<file path="src/rtl/inst_fetch_ctrl_if.sv">
// Instruction SRAM-like bus between the fetch controller (master) and the instruction memory (slave).
// One request at a time: req/addr_ok for the address phase, data_ok/rdata for the response.
interface inst_fetch_ctrl_if;
    logic        req;
    logic        wr;
    logic [1:0]  size;
    logic [3:0]  wstrb;
    logic [31:0] addr;
    logic [31:0] wdata;
    logic        addr_ok;
    logic        data_ok;
    logic [31:0] rdata;

    modport master (
        output req, wr, size, wstrb, addr, wdata,
        input  addr_ok, data_ok, rdata
    );

    modport slave (
        input  req, wr, size, wstrb, addr, wdata,
        output addr_ok, data_ok, rdata
    );
endinterface

</file>
<file path="src/rtl/inst_fetch_ctrl.sv">
// Fetch-stage controller: issues one instruction fetch at a time, cancels in-flight fetches on
// redirect, and hands fetched instructions to decode over a valid/allowin handshake.
module inst_fetch_ctrl #(
    parameter logic [31:0] RESET_PC = 32'h1c000000
) (
    input  logic                     clk,
    input  logic                     rst,
    inst_fetch_ctrl_if.master        inst_sram,
    input  logic                     br_taken,
    input  logic [31:0]              br_target,
    input  logic                     flush,
    input  logic [31:0]              flush_pc,
    input  logic                     ds_allowin,
    output logic                     fs_to_ds_valid,
    output logic [31:0]              fs_pc,
    output logic [31:0]              fs_inst
);

    typedef enum logic [1:0] {
        ST_REQ  = 2'd0,
        ST_WAIT = 2'd1,
        ST_HOLD = 2'd2
    } state_t;

    state_t      state_r,    state_s;
    logic [31:0] req_addr_r, req_addr_s;
    logic        cancel_r,   cancel_s;
    logic [31:0] pend_pc_r,  pend_pc_s;
    logic        fs_valid_r, fs_valid_s;
    logic [31:0] fs_pc_r,    fs_pc_s;
    logic [31:0] fs_inst_r,  fs_inst_s;
    logic        redir_s;
    logic [31:0] target_s;

    // Redirect request and target; flush outranks a same-cycle branch.
    always_comb begin
        redir_s  = flush | br_taken;
        target_s = flush ? flush_pc : br_target;
    end

    // Next-state and register updates for the fetch sequence.
    always_comb begin
        state_s    = state_r;
        req_addr_s = req_addr_r;
        cancel_s   = cancel_r;
        pend_pc_s  = pend_pc_r;
        fs_valid_s = fs_valid_r;
        fs_pc_s    = fs_pc_r;
        fs_inst_s  = fs_inst_r;

        case (state_r)
            ST_REQ: begin
                // The presented address stays put; a redirect only marks the fetch as stale.
                if (redir_s) begin
                    cancel_s  = 1'b1;
                    pend_pc_s = target_s;
                end else begin
                    cancel_s  = cancel_r;
                    pend_pc_s = pend_pc_r;
                end
                if (inst_sram.addr_ok) begin
                    state_s = ST_WAIT;
                end else begin
                    state_s = ST_REQ;
                end
            end
            ST_WAIT: begin
                if (inst_sram.data_ok) begin
                    if (cancel_r | redir_s) begin
                        req_addr_s = redir_s ? target_s : pend_pc_r;
                        cancel_s   = 1'b0;
                        state_s    = ST_REQ;
                    end else begin
                        fs_inst_s  = inst_sram.rdata;
                        fs_pc_s    = req_addr_r;
                        fs_valid_s = 1'b1;
                        req_addr_s = req_addr_r + 32'd4;
                        state_s    = ST_HOLD;
                    end
                end else if (redir_s) begin
                    cancel_s  = 1'b1;
                    pend_pc_s = target_s;
                end else begin
                    state_s = ST_WAIT;
                end
            end
            ST_HOLD: begin
                if (redir_s) begin
                    fs_valid_s = 1'b0;
                    req_addr_s = target_s;
                    state_s    = ST_REQ;
                end else if (ds_allowin) begin
                    fs_valid_s = 1'b0;
                    state_s    = ST_REQ;
                end else begin
                    state_s = ST_HOLD;
                end
            end
            default: begin
                state_s    = ST_REQ;
                req_addr_s = RESET_PC;
                cancel_s   = 1'b0;
                fs_valid_s = 1'b0;
            end
        endcase
    end

    // State and datapath registers, synchronously reset.
    always_ff @(posedge clk) begin
        if (rst) begin
            state_r    <= ST_REQ;
            req_addr_r <= RESET_PC;
            cancel_r   <= 1'b0;
            pend_pc_r  <= 32'h0000_0000;
            fs_valid_r <= 1'b0;
            fs_pc_r    <= 32'h0000_0000;
            fs_inst_r  <= 32'h0000_0000;
        end else begin
            state_r    <= state_s;
            req_addr_r <= req_addr_s;
            cancel_r   <= cancel_s;
            pend_pc_r  <= pend_pc_s;
            fs_valid_r <= fs_valid_s;
            fs_pc_r    <= fs_pc_s;
            fs_inst_r  <= fs_inst_s;
        end
    end

    assign inst_sram.req   = (state_r == ST_REQ) & ~rst;
    assign inst_sram.wr    = 1'b0;
    assign inst_sram.size  = 2'b10;
    assign inst_sram.wstrb = 4'b0000;
    assign inst_sram.addr  = req_addr_r;
    assign inst_sram.wdata = 32'h0000_0000;

    assign fs_to_ds_valid = fs_valid_r;
    assign fs_pc          = fs_pc_r;
    assign fs_inst        = fs_inst_r;

endmodule

</file>
<file path="src/flat_wrapper.sv">
// flat-port wrapper written by rule: the top's interface ports become plain ports
module inst_fetch_ctrl_flat 
#(
    parameter logic [31:0] RESET_PC = 32'h1c000000
)
  (clk, rst, br_taken, br_target, flush, flush_pc, ds_allowin, fs_to_ds_valid, fs_pc, fs_inst, inst_sram_req, inst_sram_wr, inst_sram_size, inst_sram_wstrb, inst_sram_addr, inst_sram_wdata, inst_sram_addr_ok, inst_sram_data_ok, inst_sram_rdata);
  inst_fetch_ctrl_if inst_sram_i ();
  input  logic clk;
  input  logic rst;
  input  logic br_taken;
  input  logic [31:0] br_target;
  input  logic flush;
  input  logic [31:0] flush_pc;
  input  logic ds_allowin;
  output logic fs_to_ds_valid;
  output logic [31:0] fs_pc;
  output logic [31:0] fs_inst;
  output wire logic [$bits(inst_sram_i.req)-1:0] inst_sram_req;
  output wire logic [$bits(inst_sram_i.wr)-1:0] inst_sram_wr;
  output wire logic [$bits(inst_sram_i.size)-1:0] inst_sram_size;
  output wire logic [$bits(inst_sram_i.wstrb)-1:0] inst_sram_wstrb;
  output wire logic [$bits(inst_sram_i.addr)-1:0] inst_sram_addr;
  output wire logic [$bits(inst_sram_i.wdata)-1:0] inst_sram_wdata;
  input wire logic [$bits(inst_sram_i.addr_ok)-1:0] inst_sram_addr_ok;
  input wire logic [$bits(inst_sram_i.data_ok)-1:0] inst_sram_data_ok;
  input wire logic [$bits(inst_sram_i.rdata)-1:0] inst_sram_rdata;
  assign inst_sram_req = inst_sram_i.req;
  assign inst_sram_wr = inst_sram_i.wr;
  assign inst_sram_size = inst_sram_i.size;
  assign inst_sram_wstrb = inst_sram_i.wstrb;
  assign inst_sram_addr = inst_sram_i.addr;
  assign inst_sram_wdata = inst_sram_i.wdata;
  assign inst_sram_i.addr_ok = inst_sram_addr_ok;
  assign inst_sram_i.data_ok = inst_sram_data_ok;
  assign inst_sram_i.rdata = inst_sram_rdata;
  inst_fetch_ctrl #(.RESET_PC(RESET_PC)) u_core (.clk(clk), .rst(rst), .inst_sram(inst_sram_i), .br_taken(br_taken), .br_target(br_target), .flush(flush), .flush_pc(flush_pc), .ds_allowin(ds_allowin), .fs_to_ds_valid(fs_to_ds_valid), .fs_pc(fs_pc), .fs_inst(fs_inst));
endmodule
</file>
<file path="config.mk">
export PLATFORM = sky130hd
export DESIGN_NAME = inst_fetch_ctrl_flat
export DESIGN_NICKNAME = d
export VERILOG_FILES = /design/src/rtl/inst_fetch_ctrl_if.sv /design/src/rtl/inst_fetch_ctrl.sv /design/src/flat_wrapper.sv
export SDC_FILE = /design/constraint.sdc
export NUM_CORES = 1
export LEC_CHECK = 0
export BUFFER_PORTS_ARGS = -buffer_cell sky130_fd_sc_hd__buf_2
export CAP_MARGIN = 20
export CORE_ASPECT_RATIO = 0.8
export CORE_MARGIN = 4
export CORE_UTILIZATION = 50
export DETAILED_ROUTE_END_ITERATION = 7
export GPL_ROUTABILITY_DRIVEN = 0
export PLACE_DENSITY = 0.86
export SYNTH_ARGS = -nofsm -noshare
export SYNTH_HDL_FRONTEND = slang
export SYNTH_SLANG_ARGS = --single-unit
</file>
<file path="constraint.sdc">
create_clock -name clk -period 2.8 [get_ports clk]
set_input_delay 0.28 -clock clk [delete_from_list [all_inputs] [get_ports clk]]
set_output_delay 0.28 -clock clk [all_outputs]
set_load 0.05 [all_outputs]
</file>
Yosys cells after proc, flatten, opt, wreduce, memory -nomap -nowiden. Index checks and enable logic that the tools add are counted.

Output and inout port bits: 137. Register bits: 132. Word-level logic and storage cells: 55. Bits of input ports: 103.

Bitwise logic cells: 7. Reductions and logical operators: 7. Eq/ne operators: 9. Add/subtract/negate cells: 1. Muxes and demuxes: 24.

Operators by type and width (number): $mux W32 (6); $pmux W32 S3 (1); $pmux W32 S2 (1); $add A32 B3 Y32 const B (1); $mux W2 (5); $mux W1 (8); $ne A2 B2 Y1 const B (3); $ne A3 B2 Y1 const B (2); $pmux W1 S3 (2); $pmux W2 S3 (1); $reduce_and A3 Y1 (2); $not A1 Y1 (4); $reduce_and A2 Y1 (2); $reduce_and A4 Y1 (1); $ne A3 B3 Y1 const B (1); $eq A2 B1 Y1 const B (1); $eq A2 B2 Y1 const B (1); $logic_not A2 Y1 (1); $ne A2 B1 Y1 const B (1); $or A1 B1 Y1 (2); $reduce_bool A2 Y1 (1); $and A1 B1 Y1 (1).

Logic depth before layout (Yosys ltp).
Depth after elaboration: 5. Depth in mapped cells: 10.

Worst setup path before layout. No wires, ideal clock.

Kind: flip-flop to flip-flop. From: register u_core.req_addr_r[2] (netlist: u_core.inst_sram.addr[2]). To: register u_core.req_addr_r[22] (netlist: u_core.inst_sram.addr[22]). Arrival: 2.245 ns. Cell stages (with the launch flop): 7. Path buffers: 0. Library setup time: 0.074 ns. Slack: 0.480 ns. Cells stage by stage: dfxtp_1 -> ha_1 -> nand2_1 -> nor4_4 -> nand2_1 -> or4_1 -> a31oi_1.

Cells in the longest elaborated chain, start to end: 4.

RTL lines: start, declared (RTL line inst_fetch_ctrl.sv:26) `logic [31:0] req_addr_r, req_addr_s;`; start signal, assigned (RTL line inst_fetch_ctrl.sv:120) `req_addr_r <= req_addr_s;`; $add A32 B3 Y32 (RTL line inst_fetch_ctrl.sv:77) `req_addr_s = req_addr_r + 32'd4;`; $mux W32 (RTL line inst_fetch_ctrl.sv:69) `if (cancel_r | redir_s) begin`; $mux W32 (RTL line inst_fetch_ctrl.sv:68) `if (inst_sram.data_ok) begin`; $pmux W32 S3 (RTL line inst_fetch_ctrl.sv:51) `case (state_r)`.

Every way passes these cells. The select of a mux whose other input is x is not followed. A chain may end at the register's enable or synchronous reset.

Final worst setup path.
From: register u_core.req_addr_r[3] (netlist: u_core.inst_sram.addr[3]). To: register u_core.req_addr_r[22] (netlist: u_core.inst_sram.addr[22]).

The elaborated chain is that of the path after synthesis.

==> qor.csv <==
metric,value,unit
DR iter-0 viols,786,
Post-Syn Area,6660,sq um
CP Data Arrival Time,2.73,ns
global route overflow,0,
final HPWL from detailed placement,14.4,mm
RSZ-0062 raised after global routing,false,
Post-synth EDFFs,0,
Max Cap Violations,0,
share of layout cells above drive strength 1,26.1,%
CTS buffer count,17,
# setup viols final,0,
clk root buf,clkbuf_16,
Worst Path Required,3.14,ns
post-layout util,64.2,%
Post-route DRC,0,
post-synthesis compound-gate area fraction,21.9,%
fin cells,1218,
CTS sink cnt,132,
DR vias/cell,5.70,
"Reg clk slew, reported paths",0.06,ns
Power Total,5.03,mW
IO buf count,200,
H-tree levels,4,
CTS max path bufs,2,
final wirelength,20.5,mm
Post-Synth Adder-Cell Area,0.939,%
"setup slack, reg-to-reg",0.41,ns
Post-CTS Hold Buffers,0,
post-layout min period,2.39,ns
Worst Clk Skew,0.00866,ns
Synth Area in XOR/XNOR,0.263,%
area grow syn2layout,25.0,%
quantity of gates resized following cts,0,
full die area,15200,sq um
Hold Fails Final Rpt,0,
WL per Instance,16.8,um
final net count,1138,
largest net degree at the start of global routing,66,
Simple-Gate Fraction of Synth Area,22.2,%
"commonest cells after routing, fill and taps aside","199 x buf_2, 173 x nand2_1, 132 x dfxtp_1",
"FFs w/ async S/R, synth",0,%
critical path class,flop to flop,
total negative slack,0,ns
die width,137,um
worst skew pair latency,0.41,ns
starting density of the core,51.4,%
vias,6947,
CTS tree,yes,
vias in the first global route,6321,
Yosys warning total,0,
f_max,0.419,GHz
final max-slew violation count,0,
Syn Inst Count,854,
fillers,1105,
worst slew pin tran,0.769,ns
initial antenna violation count,0,
fin area,8320,sq um
Mapped Avg Cell Area,7.80,sq um
Peak VDD IR,0.000515,V
Yosys cell types,59,
pwr dens,604,nW/um^2
"commonest non-fill, non-tap cell in the layout",buf_2,
mux contribution to synthesized area,5.69,%
number of diodes,0,
largest family of logic cells by synthesized area,simple AND/OR/NAND/NOR gates,
FP Rows,37,
outcome,completed,
Total Routing Usage GR,26.2,%
sequential share of the synthesized area,39.7,%
Yosys reg bits,132,
Post-CTS Setup Inserts,0,
first-pass GRT wire length,32.2,mm
Worst Path Max Fanout,9,
core area,13000,sq um
post-route setup slack,0.412,ns
final hold slack,0.101,ns
Lkg Pwr,3.54,nW
final antenna-violating net count,0,
period utilization,85.3,%
Die Ht,111,um
Ports,240,
DP Area,7660,sq um
relative slew slack,48.3,%
drt pass-1 iters,7,
Main synth FF type,dfxtp_1,
HP Class,input pin to flop,
Crit. End Element,flop,
placed insts,1185,
Worst setup SP type,flop,
pre-CTS setup slack,0.333,ns
-- synth_stat cells (2+ instances only) --
cell type  number  area share [%]
nor2_1         65             3.7
nand4_1        17             1.6
or3_1           5            0.47
nand4b_1        2            0.26
and4_1          2            0.26
o21ai_0        48             3.6
nand2b_1        3            0.28
o211ai_1        3            0.34
and2_1          3            0.28
o22ai_1         4            0.38
a22oi_1         9             1.0
o2bb2ai_1       3            0.39
and3_1          4            0.38
a211oi_1       31             3.5
clkbuf_1       40             2.3
a221o_1         2            0.30
a221oi_1        7            0.92
o32ai_1         2            0.26
a21oi_1        86             6.5
conb_1          2            0.11
nor3_1         16             1.2
o31a_1          2            0.26
buf_1           3            0.17
o21bai_1        2            0.23
nor2b_1         8            0.75
a22o_1          4            0.53
nor4b_1         2            0.26
buf_4          39             4.4
mux2i_1        30             4.5
nand3_1         9            0.68
a31oi_1        15             1.4
a2bb2oi_1       6            0.79
dfxtp_1       132              40
o221ai_1        4            0.53
mux2_2          7             1.2
buf_2          21             1.6
ha_1            5            0.94
inv_1          11            0.62
nand2_1       174             9.8
nor4_1          6            0.56
xor2_1          2            0.26
-- registers in the layout, summed over array words and instances, names as in the netlist --
register,cells
u_core.inst_sram.addr,32
u_core.pend_pc_r,32
u_core.fs_to_ds_valid,1
u_core.fs_inst,32
u_core.cancel_r,1
u_core.state_r,2
u_core.fs_pc,32
-- per-layer routing --
layer	vias up	track usage, %	part of all wire [%]
li1	3294	-	-
met1	3145	36.4	42
met2	454	38.6	44
met3	54	7.80	12
met4	0	9.31	2.4
met5	-	0	0
-- critical path, stage by stage, from the launching register on --
cell	delay [ns]
dfxtp_1	0.55
ha_1	0.34
nand2_1	0.19
nor4_4	0.36
buf_4	0.23
nand2_1	0.10
or4_1	0.40
a31oi_1	0.16
-- worst paths after layout --
check,start,endpoint,depth (start not counted)
max,u_core.inst_sram.addr[3],u_core.inst_sram.addr[22],7
min,inst_sram_rdata[24],u_core.fs_inst[24],3
max reg2reg,u_core.inst_sram.addr[3],u_core.inst_sram.addr[22],7
min reg2reg,u_core.fs_pc[10],u_core.fs_pc[10],2
-- power breakdown --
| part | switching [mW] | internal, mW | leakage [nW] |
|---|---|---|---|
| clock | 0.825 | 1.58 | 0.307 |
| combinational | 0.434 | 0.201 | 2.16 |
| sequential | 0.0441 | 1.95 | 1.07 |
| total | 1.30 | 3.73 | 3.54 |
-- final cells by class --
type | count | area, sq um | share of cell area, %
inverters | 11 | 41.3 | 0.496
clock buffers | 19 | 433 | 5.20
well taps | 175 | 219 | 2.63
clock inverters | 13 | 206 | 2.48
flip-flops and latches | 132 | 2640 | 31.7
multi-input cells | 643 | 3560 | 42.8
repair buffers | 225 | 1220 | 14.6
-- logic make-up after synthesis --
| kind of cell | count (synthesis) |
|---|---|
| adders and majority gates | 5 |
| buffers and inverters | 116 |
| other | 2 |
| DFF | 132 |
| xor gates and xnor gates | 2 |
| muxes | 37 |
| AOI/OAI and AO/OA | 235 |
| and+or+nand+nor | 325 |
(Power assumes the default switching activity.)
